$ cat config.mk
export PLATFORM = sky130hd
export DESIGN_NAME = uart_tx_arbiter
export DESIGN_NICKNAME = d
export VERILOG_FILES = /design/src/rtl/uart_tx_arbiter.sv
export SDC_FILE = /design/constraint.sdc
export NUM_CORES = 1
export LEC_CHECK = 0
export CAP_MARGIN = 20
export CORE_UTILIZATION = 40
export CTS_BUF_LIST = sky130_fd_sc_hd__clkbuf_8 sky130_fd_sc_hd__clkbuf_16
export DETAILED_ROUTE_END_ITERATION = 7
export PLACE_DENSITY = 0.72
export SETUP_SLACK_MARGIN = 0.02
export SYNTH_ARGS = -nofsm -noshare
export SYNTH_HDL_FRONTEND = slang
export SYNTH_SLANG_ARGS = --single-unit
export TNS_END_PERCENT = 100
$ cat constraint.sdc
create_clock -name clk -period 2.25 [get_ports clk]
set_input_delay 0.45 -clock clk [delete_from_list [all_inputs] [get_ports clk]]
set_output_delay 0.45 -clock clk [all_outputs]
set_load 0.03 [all_outputs]
$ cat src/rtl/uart_tx_arbiter.sv
// Round-robin arbiter that feeds one uart_tx from two byte requesters.
// A watchdog abandons any transmission that uart_tx never finishes.
module uart_tx_arbiter #(
   parameter int TO_W    = 20,
   parameter int TIMEOUT = 200000
) (
   input  logic       clk,
   input  logic       rst,
   input  logic       en,
   input  logic       req0,
   input  logic [7:0] data0,
   input  logic       req1,
   input  logic [7:0] data1,
   output logic       gnt0,
   output logic       gnt1,
   output logic       done0,
   output logic       done1,
   output logic       err,
   output logic       owner,
   output logic       busy,
   output logic       start_tx,
   output logic [7:0] data_out,
   input  logic       tx_busy,
   input  logic       tx_done
);
   typedef enum logic [1:0] {IDLE, START, WAIT_BUSY, WAIT_DONE} state_t;

   // A wait cycle that begins with this count ends with the counter at TIMEOUT-1,
   // so the abort decision is made then unless tx_done arrives in the same cycle.
   localparam logic [TO_W-1:0] WDOG_LAST = TO_W'(TIMEOUT - 2);
   localparam logic [TO_W-1:0] WDOG_MAX  = '1;

   state_t          state_reg, state_next;
   logic            last_served_reg, last_served_next;
   logic [TO_W-1:0] wdog_reg, wdog_next;
   logic [1:0]      gnt_reg, gnt_next;
   logic [1:0]      done_reg, done_next;
   logic            err_reg, err_next;
   logic            owner_reg, owner_next;
   logic            busy_reg, busy_next;
   logic            start_reg, start_next;
   logic [7:0]      data_reg, data_next;
   logic            winner;

   // last_served only breaks ties; a lone requester wins outright.
   assign winner = (req0 && req1) ? ~last_served_reg : req1;

   always_comb begin
      state_next       = state_reg;
      last_served_next = last_served_reg;
      wdog_next        = wdog_reg;
      owner_next       = owner_reg;
      data_next        = data_reg;
      gnt_next         = 2'b00;
      done_next        = 2'b00;
      err_next         = 1'b0;
      start_next       = 1'b0;
      busy_next        = 1'b0;
      case (state_reg)
         IDLE: begin
            if (en && (req0 || req1)) begin
               state_next       = START;
               owner_next       = winner;
               data_next        = winner ? data1 : data0;
               last_served_next = winner;
               gnt_next         = winner ? 2'b10 : 2'b01;
               start_next       = 1'b1;
            end
         end
         START: begin
            state_next = WAIT_BUSY;
            wdog_next  = '0;
         end
         WAIT_BUSY, WAIT_DONE: begin
            if (wdog_reg != WDOG_MAX) begin
               wdog_next = wdog_reg + 1'b1;
            end
            if (tx_done) begin
               state_next = IDLE;
               done_next  = owner_reg ? 2'b10 : 2'b01;
            end else if (wdog_reg >= WDOG_LAST) begin
               state_next = IDLE;
               err_next   = 1'b1;
            end else if (state_reg == WAIT_BUSY && tx_busy) begin
               state_next = WAIT_DONE;
            end
         end
         default: state_next = IDLE;
      endcase
      busy_next = (state_next != IDLE);
   end

   always_ff @(posedge clk) begin
      if (rst) begin
         state_reg       <= IDLE;
         last_served_reg <= 1'b1;
         wdog_reg        <= '0;
         gnt_reg         <= 2'b00;
         done_reg        <= 2'b00;
         err_reg         <= 1'b0;
         owner_reg       <= 1'b0;
         busy_reg        <= 1'b0;
         start_reg       <= 1'b0;
         data_reg        <= 8'h00;
      end else begin
         state_reg       <= state_next;
         last_served_reg <= last_served_next;
         wdog_reg        <= wdog_next;
         gnt_reg         <= gnt_next;
         done_reg        <= done_next;
         err_reg         <= err_next;
         owner_reg       <= owner_next;
         busy_reg        <= busy_next;
         start_reg       <= start_next;
         data_reg        <= data_next;
      end
   end

   assign gnt0     = gnt_reg[0];
   assign gnt1     = gnt_reg[1];
   assign done0    = done_reg[0];
   assign done1    = done_reg[1];
   assign err      = err_reg;
   assign owner    = owner_reg;
   assign busy     = busy_reg;
   assign start_tx = start_reg;
   assign data_out = data_reg;
endmodule

==> Word level (Yosys, flattened, before mapping) <==
Index checks and enable logic that the tools add are counted.
{ "totals": {"regBits": 39, "input_bits": 23} }
{ "op_classes": {"n_addsub": 1, "magnitude_cmp": 1, "eq_ne": 5, "mux": 13, "bitwise_logic": 5, "n_reduce_logical": 14} }
{ "op_table": {"columns": ["op", "n"], "rows": [
  ["$pmux 20 s2", 1],
  ["$add 20x1->20 const B", 1],
  ["$ge 20x18->1 const B", 1],
  ["$mux 20", 1],
  ["$ne 20x20->1 const B", 1],
  ["$mux 2", 6],
  ["$reduce_or 3->1", 3],
  ["$mux 8", 1],
  ["$pmux 2 s3", 1],
  ["$not 1->1", 5],
  ["$eq 2x2->1 const B", 2],
  ["$reduce_and 2->1", 2],
  ["$reduce_bool 2->1", 2],
  ["$reduce_or 2->1", 2],
  ["$logic_and 1x1->1", 3],
  ["$mux 1", 3],
  ["$eq 2x1->1 const B", 1],
  ["$logic_not 2->1", 1],
  ["$ne 2x2->1 const B", 1],
  ["$logic_or 1x1->1", 1]
]} }

==> Depth between registers and ports, before layout <==
{ "logic_depth": {"word_depth": 7, "mapped_depth": 7, "mapped_depth_nobuf": 7} }

==> Least setup slack after synthesis <==
No wires, ideal clock.
{ "synth_path": {"path_kind": "register -> register", "start": "register wdog_reg[1]", "end": "register wdog_reg[17]", "arrival_time_ns": 1.603, "slack_ns": 0.526, "stages_incl_launch_ff": 7, "n_path_buf": 0, "synth_period_minus_slack_ns": 1.724, "path_cell_list": "dfxtp_1 ha_1 nand3_1 nor3_2 a211oi_4 and3_1 a221o_1"} }
{ "synth_between": {"elab_chain_len": 3, "word_cells_on_any_way": 6} }
{ "synth_lines": {"columns": ["item", "line", "rtl"], "rows": [
  ["start, declared", "35", "logic [TO_W-1:0] wdog_reg, wdog_next;"],
  ["start signal, assigned", "108", "wdog_reg <= wdog_next;"],
  ["$add 20x1->20 or $ne 20x20->1 (tied branches)", "76, 75", null],
  ["$mux 20 or $ne 2x2->1 (tied branches)", null, null],
  ["$pmux 20 s2 or $reduce_and 2->1 (tied branches)", null, null]
]} }
Parallel ways exist; a longest one is shown, timed or not. The select of a mux whose other input is x is not followed.
A chain may end at the register's enable or synchronous reset.

==> Worst setup path after layout <==
{ "layout_path": {"start": "register wdog_reg[1]", "end": "register wdog_reg[15]"} }
The elaborated chain is that of the path after synthesis.

==> metrics.yaml <==
status: "finished clean"
htreeDepth: 2
max_clock_freq_ghz: 0.514
p_int_uw: 1260
max_stage_delay_ns: 0.42
postCtsResizedCells: 0
final_nets: 291
antenna_cells: 0
worstPathArrival_ns: 2.14
grt_pass1_vias: 1624
crit_type: "flip-flop to flip-flop"
pin_count: 39
whs_path_depth: 1
finalSetupViolations: 0
cts_tree: "built"
syn_area_per_cell_um2: 8.84
cts_hold_buf: 0
drv_slew: 0
die_y_um: 72.2
fin_setup_tns_ns: 0
synth-main-ff-cell: "dfxtp_1"
power.switching_uw: 385
hold_viol_final: 0
multi_input_area_um2: 1150
crit_chain: "ha_1, nand3_1, nor3_2, a211oi_4, and3_1, a221o_1"
synth-seq-cells: 39
ir_worst_vdd_mv: 0.313
dpl_cell_area_um2: 2450
portBuffers: 38
drive_gt1_frac: 0.109
leakagePower_uw: 0.000960
drc: 0
synthCells: 223
synth_edf_count: 0
pwr-share-comb: 0.139
crit_required_ns: 2.44
fillers: 443
reg2reg_depth: 6
max-cap-violations: 0
rows: 25
gp_congestion: 0.836
ys_warn_count: 0
die_area_um2: 5210
vias: 1876
min_period_ns: 1.95
dp_hpwl_um: 3290
tightest_slew_ns: 0.759
rr_startpoint: "wdog_reg[1]"
area_growth_pct: 31.2
final_cell_area_um2: 2590
cp_slowest_cell: "dfxtp_1"
syn_nets: 248
die_width_um: 72.2
clock-sinks: 39
routed_wl_um: 4400
hp-start: "last_served_reg"
grt_max_degree: 22
grt_setup_unrepaired: "false"
grt_pass1_wl_um: 7440
p_sw_frac: 0.233
wl_per_cell_um: 13.2
path_max_fanout: 10
grt_overflow: 0
drt_first_iter_violations: 66
synth_seq_area_share: 0.396
async_reset_ff_frac: 0
clk_latency_ns: 0.29
power_frac_clock: 0.417
clkTransAtPathRegs_ns: 0.07
startpoint: "wdog_reg[1]"
seqPwrFrac: 0.444
cts.path.max_buffers: 2
antenna_found_initial: 0
syn_area_um2: 1970
hold_path_class: "flip-flop to flip-flop"
ant_nets: 0
seqCellArea_um2: 781
cellPowerDensity_nw_per_um2: 638
clock-skew-final_ns: 0.00181
largest_reg_flops: 20
vias_per_cell: 5.62
start_util: 0.417
final_common_cell: "dfxtp_1"
gr-usage-all-layers: 0.181
cts_buffers: 5
relSlewSlack: 0.490
core_um2: 4720
fin_crit_sh: 0.865
layout_common_cells: "dfxtp_1, clkdlybuf4s50_1, nor2_1"
yosys.cell_types.count: 55
critical_path.endpoint_type: "flip-flop"
dr.pass1.iters: 4
post_cts_buffers: 0
worstSetupStartpointType: "flip-flop"
root_buffer: "clkbuf_8"
[power groups by stage]
stage	combinational, uW	sequential (uW)	clock [uW]
4_1_cts	232	732	702
2_1_floorplan	89.3	782	0
5_1_grt	249	736	723
6_report	230	732	688
3_3_place_gp	229	747	0
3_5_place_dp	231	748	0
[cells by family (layout without fill, tap and decap cells)]
group | Yosys count | after routing | share of synthesized area
buffers and inverters | 10 | 54 | 0.0197
DFF | 39 | 39 | 0.396
adders and majority gates | 2 | 2 | 0.0127
muxes | 11 | 11 | 0.0577
and+or+nand+nor | 105 | 105 | 0.293
AOI/OAI and AO/OA | 56 | 56 | 0.221
[critical path, delay by kind of cell, from the launching register on]
family	cells	cell delay [ns]
AND/OR/NAND/NOR	3	0.67
adder cells (fa/ha/maj)	1	0.31
flip-flops	1	0.42
AO/OA/AOI/OAI	2	0.44
[final cells by class]
cell class | instances | area share
tap | 67 | 0.0324
clock inverter | 3 | 0.0247
inverter | 1 | 0.00145
multi-input combinational | 174 | 0.446
sequential | 39 | 0.302
timing repair buffer | 45 | 0.167
clock buffer | 5 | 0.0266
[through the flow]
| stage | power (uW) | utilization | worst slack, ns | hold WS, ns | cells |
|---|---|---|---|---|---|
| 6_report | 1650 | 0.548 | 0.303 | 0.471 | 334 |
| 5_1_grt | 1710 | 0.548 | 0.163 | 0.515 | 334 |
| 4_1_cts | 1670 | 0.548 | 0.323 | 0.478 | 334 |
| 3_5_place_dp | 979 | 0.519 | 0.208 | 0.460 | 326 |
| 3_3_place_gp | 976 | 0.519 | 0.204 | 0.460 | 326 |
| 2_1_floorplan | 872 | - | 0.526 | 0.430 | 223 |
[final timing paths]
path                           to  slack [ns]
setup reg to reg     wdog_reg[15]        0.30
setup / recovery     wdog_reg[15]        0.30
hold reg to reg   last_served_reg        0.47
hold / removal    last_served_reg        0.47
[synth_stat cells (2+ instances only)]
master | count | area share
a211o_1 | 2 | 0.0089
a211oi_1 | 8 | 0.030
a21o_1 | 2 | 0.0076
a21oi_1 | 6 | 0.015
a221o_1 | 2 | 0.010
a31oi_1 | 4 | 0.013
and2_1 | 4 | 0.013
and3_1 | 5 | 0.016
buf_1 | 2 | 0.0038
clkbuf_1 | 6 | 0.011
dfxtp_1 | 39 | 0.40
ha_1 | 2 | 0.013
mux2_2 | 3 | 0.017
mux2i_1 | 8 | 0.041
nand2_1 | 23 | 0.044
nand2b_1 | 3 | 0.0095
nand3_1 | 8 | 0.020
nand4_1 | 5 | 0.016
nand4_4 | 2 | 0.022
nor2_1 | 29 | 0.055
nor2b_1 | 2 | 0.0063
nor3_1 | 6 | 0.015
nor3_2 | 2 | 0.010
nor4_1 | 2 | 0.0063
o211ai_1 | 4 | 0.015
o21ai_0 | 7 | 0.018
o22ai_1 | 3 | 0.0095
o31ai_1 | 4 | 0.015
or3_1 | 4 | 0.013
[per-layer routing]
metal / wire (um) / up-vias / share of wire / track usage
li1: - / 932 / - / -
met1: 2000 / 896 / 0.46 / 0.237
met2: 2140 / 43 / 0.49 / 0.293
met3: 206 / 5 / 0.047 / 0.0486
met4: 51 / 0 / 0.012 / 0.0523
met5: 0 / - / 0 / 0
Power figures use the tool's default switching activity.
==> patch 1, RTL diff (config.mk and constraints unchanged) <==
`TO_W`: 20 -> 24.
--- a/src/rtl/uart_tx_arbiter.sv
+++ b/src/rtl/uart_tx_arbiter.sv
@@ -3,3 +3,3 @@
 module uart_tx_arbiter #(
-   parameter int TO_W    = 20,
+   parameter int TO_W    = 24,
    parameter int TIMEOUT = 200000
Behaviour: same outputs for any inputs over 10 cycles, from zero or initial values and one cycle with rst high; that may be too few to reach the edited logic, so the function may still have changed.
==> patch 1 against the original RTL <==
- count of clock-buffer cells in the layout is the same
- final cell count is 4.5% higher
- worst setup slack got worse by 120 ps
- global-route usage is 0.98 points higher
- clock power is 31% lower
- via count rose by 0.43%
- sequential share of layout area increased by 2.7 points
- non-clock buffer count grew 2
- design area grew 1.7%
- clock skew is 6.4 ps higher
- synthesized area grew 5.2%
- routed wire length increased by 11%
- total power decreased by 8.0%
- sequential cell count increased by 4
- largest power group unchanged
- highest routed layer unchanged
==> patch 1: results (changes against the original RTL) <==
| Metric | Value |
|---|---|
| Mean instance size in the synthesized netlist | 8.61 sq um (-2.7%) |
| Commonest cells in the netlist | sky130_fd_sc_hd__dfxtp_1, sky130_fd_sc_hd__nor2_1, sky130_fd_sc_hd__nand2_1 |
| Register-to-Register Setup Slack | 180 ps (-120 ps) |
| Number of different library cells in the post-synthesis netlist | 47 (-15%) |
| Syn-to-layout area delta | 26.8% |
| Clock distribution area overhead in the final layout | 3.24% (-1.9 points) |
| Worst r2r dst | wdog_reg[19] |
| Synthesized Nets | 266 (+7.3%) |
| Maximum resistive drop on vdd | 0.249 mV (-20%) |
| Seq/Total Area, Yosys | 41.5% (+1.9 points) |
| Post-DP Area | 2540 sq um (+3.6%) |
| Worst slew margin relative to its limit | 68.3% (+19 points) |
| Vias | 1884 (+0.43%) |
| Length of routed wiring on met1 | 2350 microns (+17%) |
| Count of inserted antenna diode cells | 0 (unchanged) |
| Number of placed instances with taps included | 341 (+4.6%) |
| Final-layout non-clock buffer area share | 17.0% (+0.29 points) |
| CP max stage cell | sky130_fd_sc_hd__or4_4 |
| Crit Path Max Fanout | 6 (-4) |
| Via/cell ratio | 5.40 (-3.9%) |
| Multiplexer share of the synthesized area | 5.31% (-0.47 points) |
| Met3 wire length | 239 microns (+16%) |
| Count of non-CTS buffers in the layout | 47 (+4.4%) |
| Xor/xnor cell area share of the yosys netlist | 2.11% (+2.1 points) |
| Via count of the first global-routing pass | 1676 (+3.2%) |
| Ranking of synthesized cells by area | sky130_fd_sc_hd__dfxtp_1, sky130_fd_sc_hd__mux2i_1, sky130_fd_sc_hd__nor2_1 |
| Worst clock skew | 8.25 ps (+6.45 ps) |
| Sequential share of cell area | 32.9% (+2.7 points) |
| Fraction of the mapped netlist area in compound gates | 18.0% (-4.1 points) |
| Fillcell total | 446 (+0.68%) |
| Worst hold slack | 469 ps (-2.52 ps) |
| Number of flip-flops and latches in the synthesized netlist | 43 (+10%) |
| End of the worst hold path | done_reg[0] |
| Met2 Track Usage GR | 29.1% (-0.19 points) |
| Worst setup timing slack at the placement stage | 84.1 ps (-124 ps) |
| Min-delay src | owner |
| Outcome | completed |
| Adder and majority cell fraction of the synthesized area | 1.21% (-0.063 points) |
| Wire length on met2 | 2250 microns (+5.0%) |
| Met1 Usage GRT | 26.4% (+2.6 points) |
| Multi-input comb cells | 179 (+2.9%) |
| Reg2Reg Depth | 5 (-1) |
| Footprint of the multi-input gates | 1130 sq um (-2.0%) |
| Fraction of layout instances using a drive strength above 1 | 12.8% (+1.9 points) |
| Number of flip-flops under the largest register name | 24 (+20%) |
| Count of non-CTS inverters in the layout | 5 (+4) |
| Average wire per cell in the routed design | 14.0 microns (+6.2%) |
| Global-route wire length before repair | 7900 microns (+6.2%) |
| Number of DRC markers in iteration 0 | 186 (+180%) |
| Leakage power summed over all cells | 0.000966 uW (+0.60%) |
| Largest net degree at the start of global routing | 19 (-14%) |
| Placer's final routability congestion estimate | 0.804 (-3.9%) |
| CP max stage delay | 570 ps (+150 ps) |
| Arr. time, crit path | 2300 ps (+160 ps) |
-- patch 1: how the worst max path moves through the flow --
stage,start,to,slack [ps],cells past startpoint
6_report,wdog_reg[5],wdog_reg[19],180,5
5_1_grt,wdog_reg[5],wdog_reg[19],40,5
4_1_cts,wdog_reg[2],wdog_reg[19],80,5
3_5_place_dp,wdog_reg[2],wdog_reg[19],80,5
3_3_place_gp,wdog_reg[2],wdog_reg[19],150,5
2_1_floorplan,wdog_reg[2],wdog_reg[19],220,6
-- patch 1: cells by family after synthesis --
family	after synthesis
AOI/OAI and AO/OA	54
adders and majority gates	2
xor gates and xnor gates	5
buffers and inverters	19
and+or+nand+nor	107
muxes	11
DFF	43
-- patch 1: power breakdown --
group | switching, uW | internal (uW) | total, uW
Sequential | 16.8 | 786 | 803
Combinational | 128 | 111 | 239
Clock | 264 | 213 | 476
-- patch 1: repair_timing --
action,in CTS,in global routing
hold buffers,0,0
gates resized for setup,0,3
setup endpoints to repair,0,6
setup buffers,0,0
endpoints found under the hold margin,0,0
==> patch 2, RTL diff (config.mk and constraints unchanged) <==
Without the edit above. Re-encode `state_t` (4 states) as Gray code, 2 bits wide.
--- a/src/rtl/uart_tx_arbiter.sv
+++ b/src/rtl/uart_tx_arbiter.sv
@@ -25,3 +25,3 @@
 );
-   typedef enum logic [1:0] {IDLE, START, WAIT_BUSY, WAIT_DONE} state_t;
+   typedef enum logic [1:0] {IDLE = 2'b00, START = 2'b01, WAIT_BUSY = 2'b11, WAIT_DONE = 2'b10} state_t;
 
Check against the original RTL: no difference found for any inputs over 10 cycles, from zero or initial values and one cycle with rst high; not proved beyond that.
==> patch 2 against the original RTL <==
- synthesized cell count is 4.0% lower
- routed wire length is 4.8% lower
- design area is 5.4% lower
- clock power is 11% lower
- sequential power is 0.7% higher
- sequential cell count stayed put
- worst setup slack worse by 68 ps
- synthesized area is 3.8% lower
- total power is 4.0% lower
- critical path depth stayed put
- clock skew is 3.5 ps higher
- hold slack better by 8.8 ps
- critical endpoint is now wdog_reg[19]
==> patch 2: results (changes against the original RTL) <==
| Metric | Value |
|---|---|
| Global-route wire length before repair | 7240 microns (-2.7%) |
| Number of placed instances with taps included | 298 (-8.6%) |
| Number of different library cells in the post-synthesis netlist | 48 (-13%) |
| Number of flip-flops under the largest register name | 20 (unchanged) |
| Met3 track utilization from global routing | 5.84% (+0.98 points) |
| Post-layout nets | 278 (-4.5%) |
| Length of routed wiring on met1 | 2020 microns (+0.70%) |
| Switching power share of the total | 25.0% (+1.6 points) |
| Share of the cycle needed by the critical path after routing | 89.6% (+3.0 points) |
| Synthesized Nets | 239 (-3.6%) |
| Int Pwr | 1190 uW (-6.0%) |
| Wire length on met2 | 1870 microns (-13%) |
| Actual slew at the worst max-slew pin | 766 ps (+7.40 ps) |
| Ranking of synthesized cells by area | sky130_fd_sc_hd__dfxtp_1, sky130_fd_sc_hd__mux2i_1, sky130_fd_sc_hd__nor2_1 |
| Power attributed to sequential cells | 737 uW (+0.7%) |
| Via count of the first global-routing pass | 1590 (-2.1%) |
| CP max stage cell | sky130_fd_sc_hd__or4_4 |
| Combinational Power | 238 uW (+3%) |
| Final wirelength | 4190 microns (-4.8%) |
| Arr. time, crit path | 2210 ps (+70 ps) |
| Vias | 1709 (-8.9%) |
| Met2 Track Usage GR | 28.1% (-1.2 points) |
| Met1 Usage GRT | 24.0% (+0.23 points) |
| CP max stage delay | 570 ps (+150 ps) |
| Worst r2r dst | wdog_reg[19] |
| Fraction of layout instances using a drive strength above 1 | 11.0% (+0.16 points) |
| Met3 wire length | 254 microns (+23%) |
| Leakage power summed over all cells | 0.000860 uW (-10%) |
| Input/output buffers | 38 (unchanged) |
| Crit Path Max Fanout | 7 (-3) |
| GRT Total Usage | 18.1% (+0.026 points) |
| Number of non-filler instances in the completed layout | 306 (-8.4%) |
| Commonest cells in the netlist | sky130_fd_sc_hd__dfxtp_1, sky130_fd_sc_hd__nor2_1, sky130_fd_sc_hd__nand2_1 |
| Worst hold slack | 480 ps (+8.78 ps) |
| Post-DP Area | 2330 sq um (-5.0%) |
| Post-DP HPWL | 3050 microns (-7.3%) |
| Maximum resistive drop on vdd | 0.365 mV (+17%) |
| Worst setup timing slack at the placement stage | 178 ps (-29.5 ps) |
| Largest net degree at the start of global routing | 21 (-4.5%) |
| Outcome | completed |
## patch 2: changes by cell type in the layout (fill, tap and decap cells not counted), sizes merged, moves of 4 or more
cell,change
nor3,-4
or4,+4
mux2i,+5
and3,-4
o21a,+5
or2,+4
## patch 2: worst max-delay path, delay by kind of cell, from the launching register on
family                     cells  cell delay (ps)
DFF                            1              420
AOI/OAI and AO/OA              2              400
and+or+nand+nor                3              800
adders and majority gates      1              290
## patch 2: final cells by class
class	instances	area, sq um
Timing Repair Buffer	43	418
Clock buffer	6	82.6
Multi-Input combinational cell	162	1060
Clock inverter	2	35.0
Sequential cell	39	781
Fill cell	407	2000
Tap cell	52	65.1
Inverter	2	7.51
## patch 2: logic make-up (layout without fill, tap and decap cells)
kind of cell,after synthesis,after routing,synth area share [%]
DFF,39,39,41.2
buffers and inverters,13,53,3.03
adders and majority gates,2,2,1.32
muxes,13,13,6.86
xor gates and xnor gates,3,3,1.39
and+or+nand+nor,96,96,26.9
AOI/OAI and AO/OA,48,48,19.3
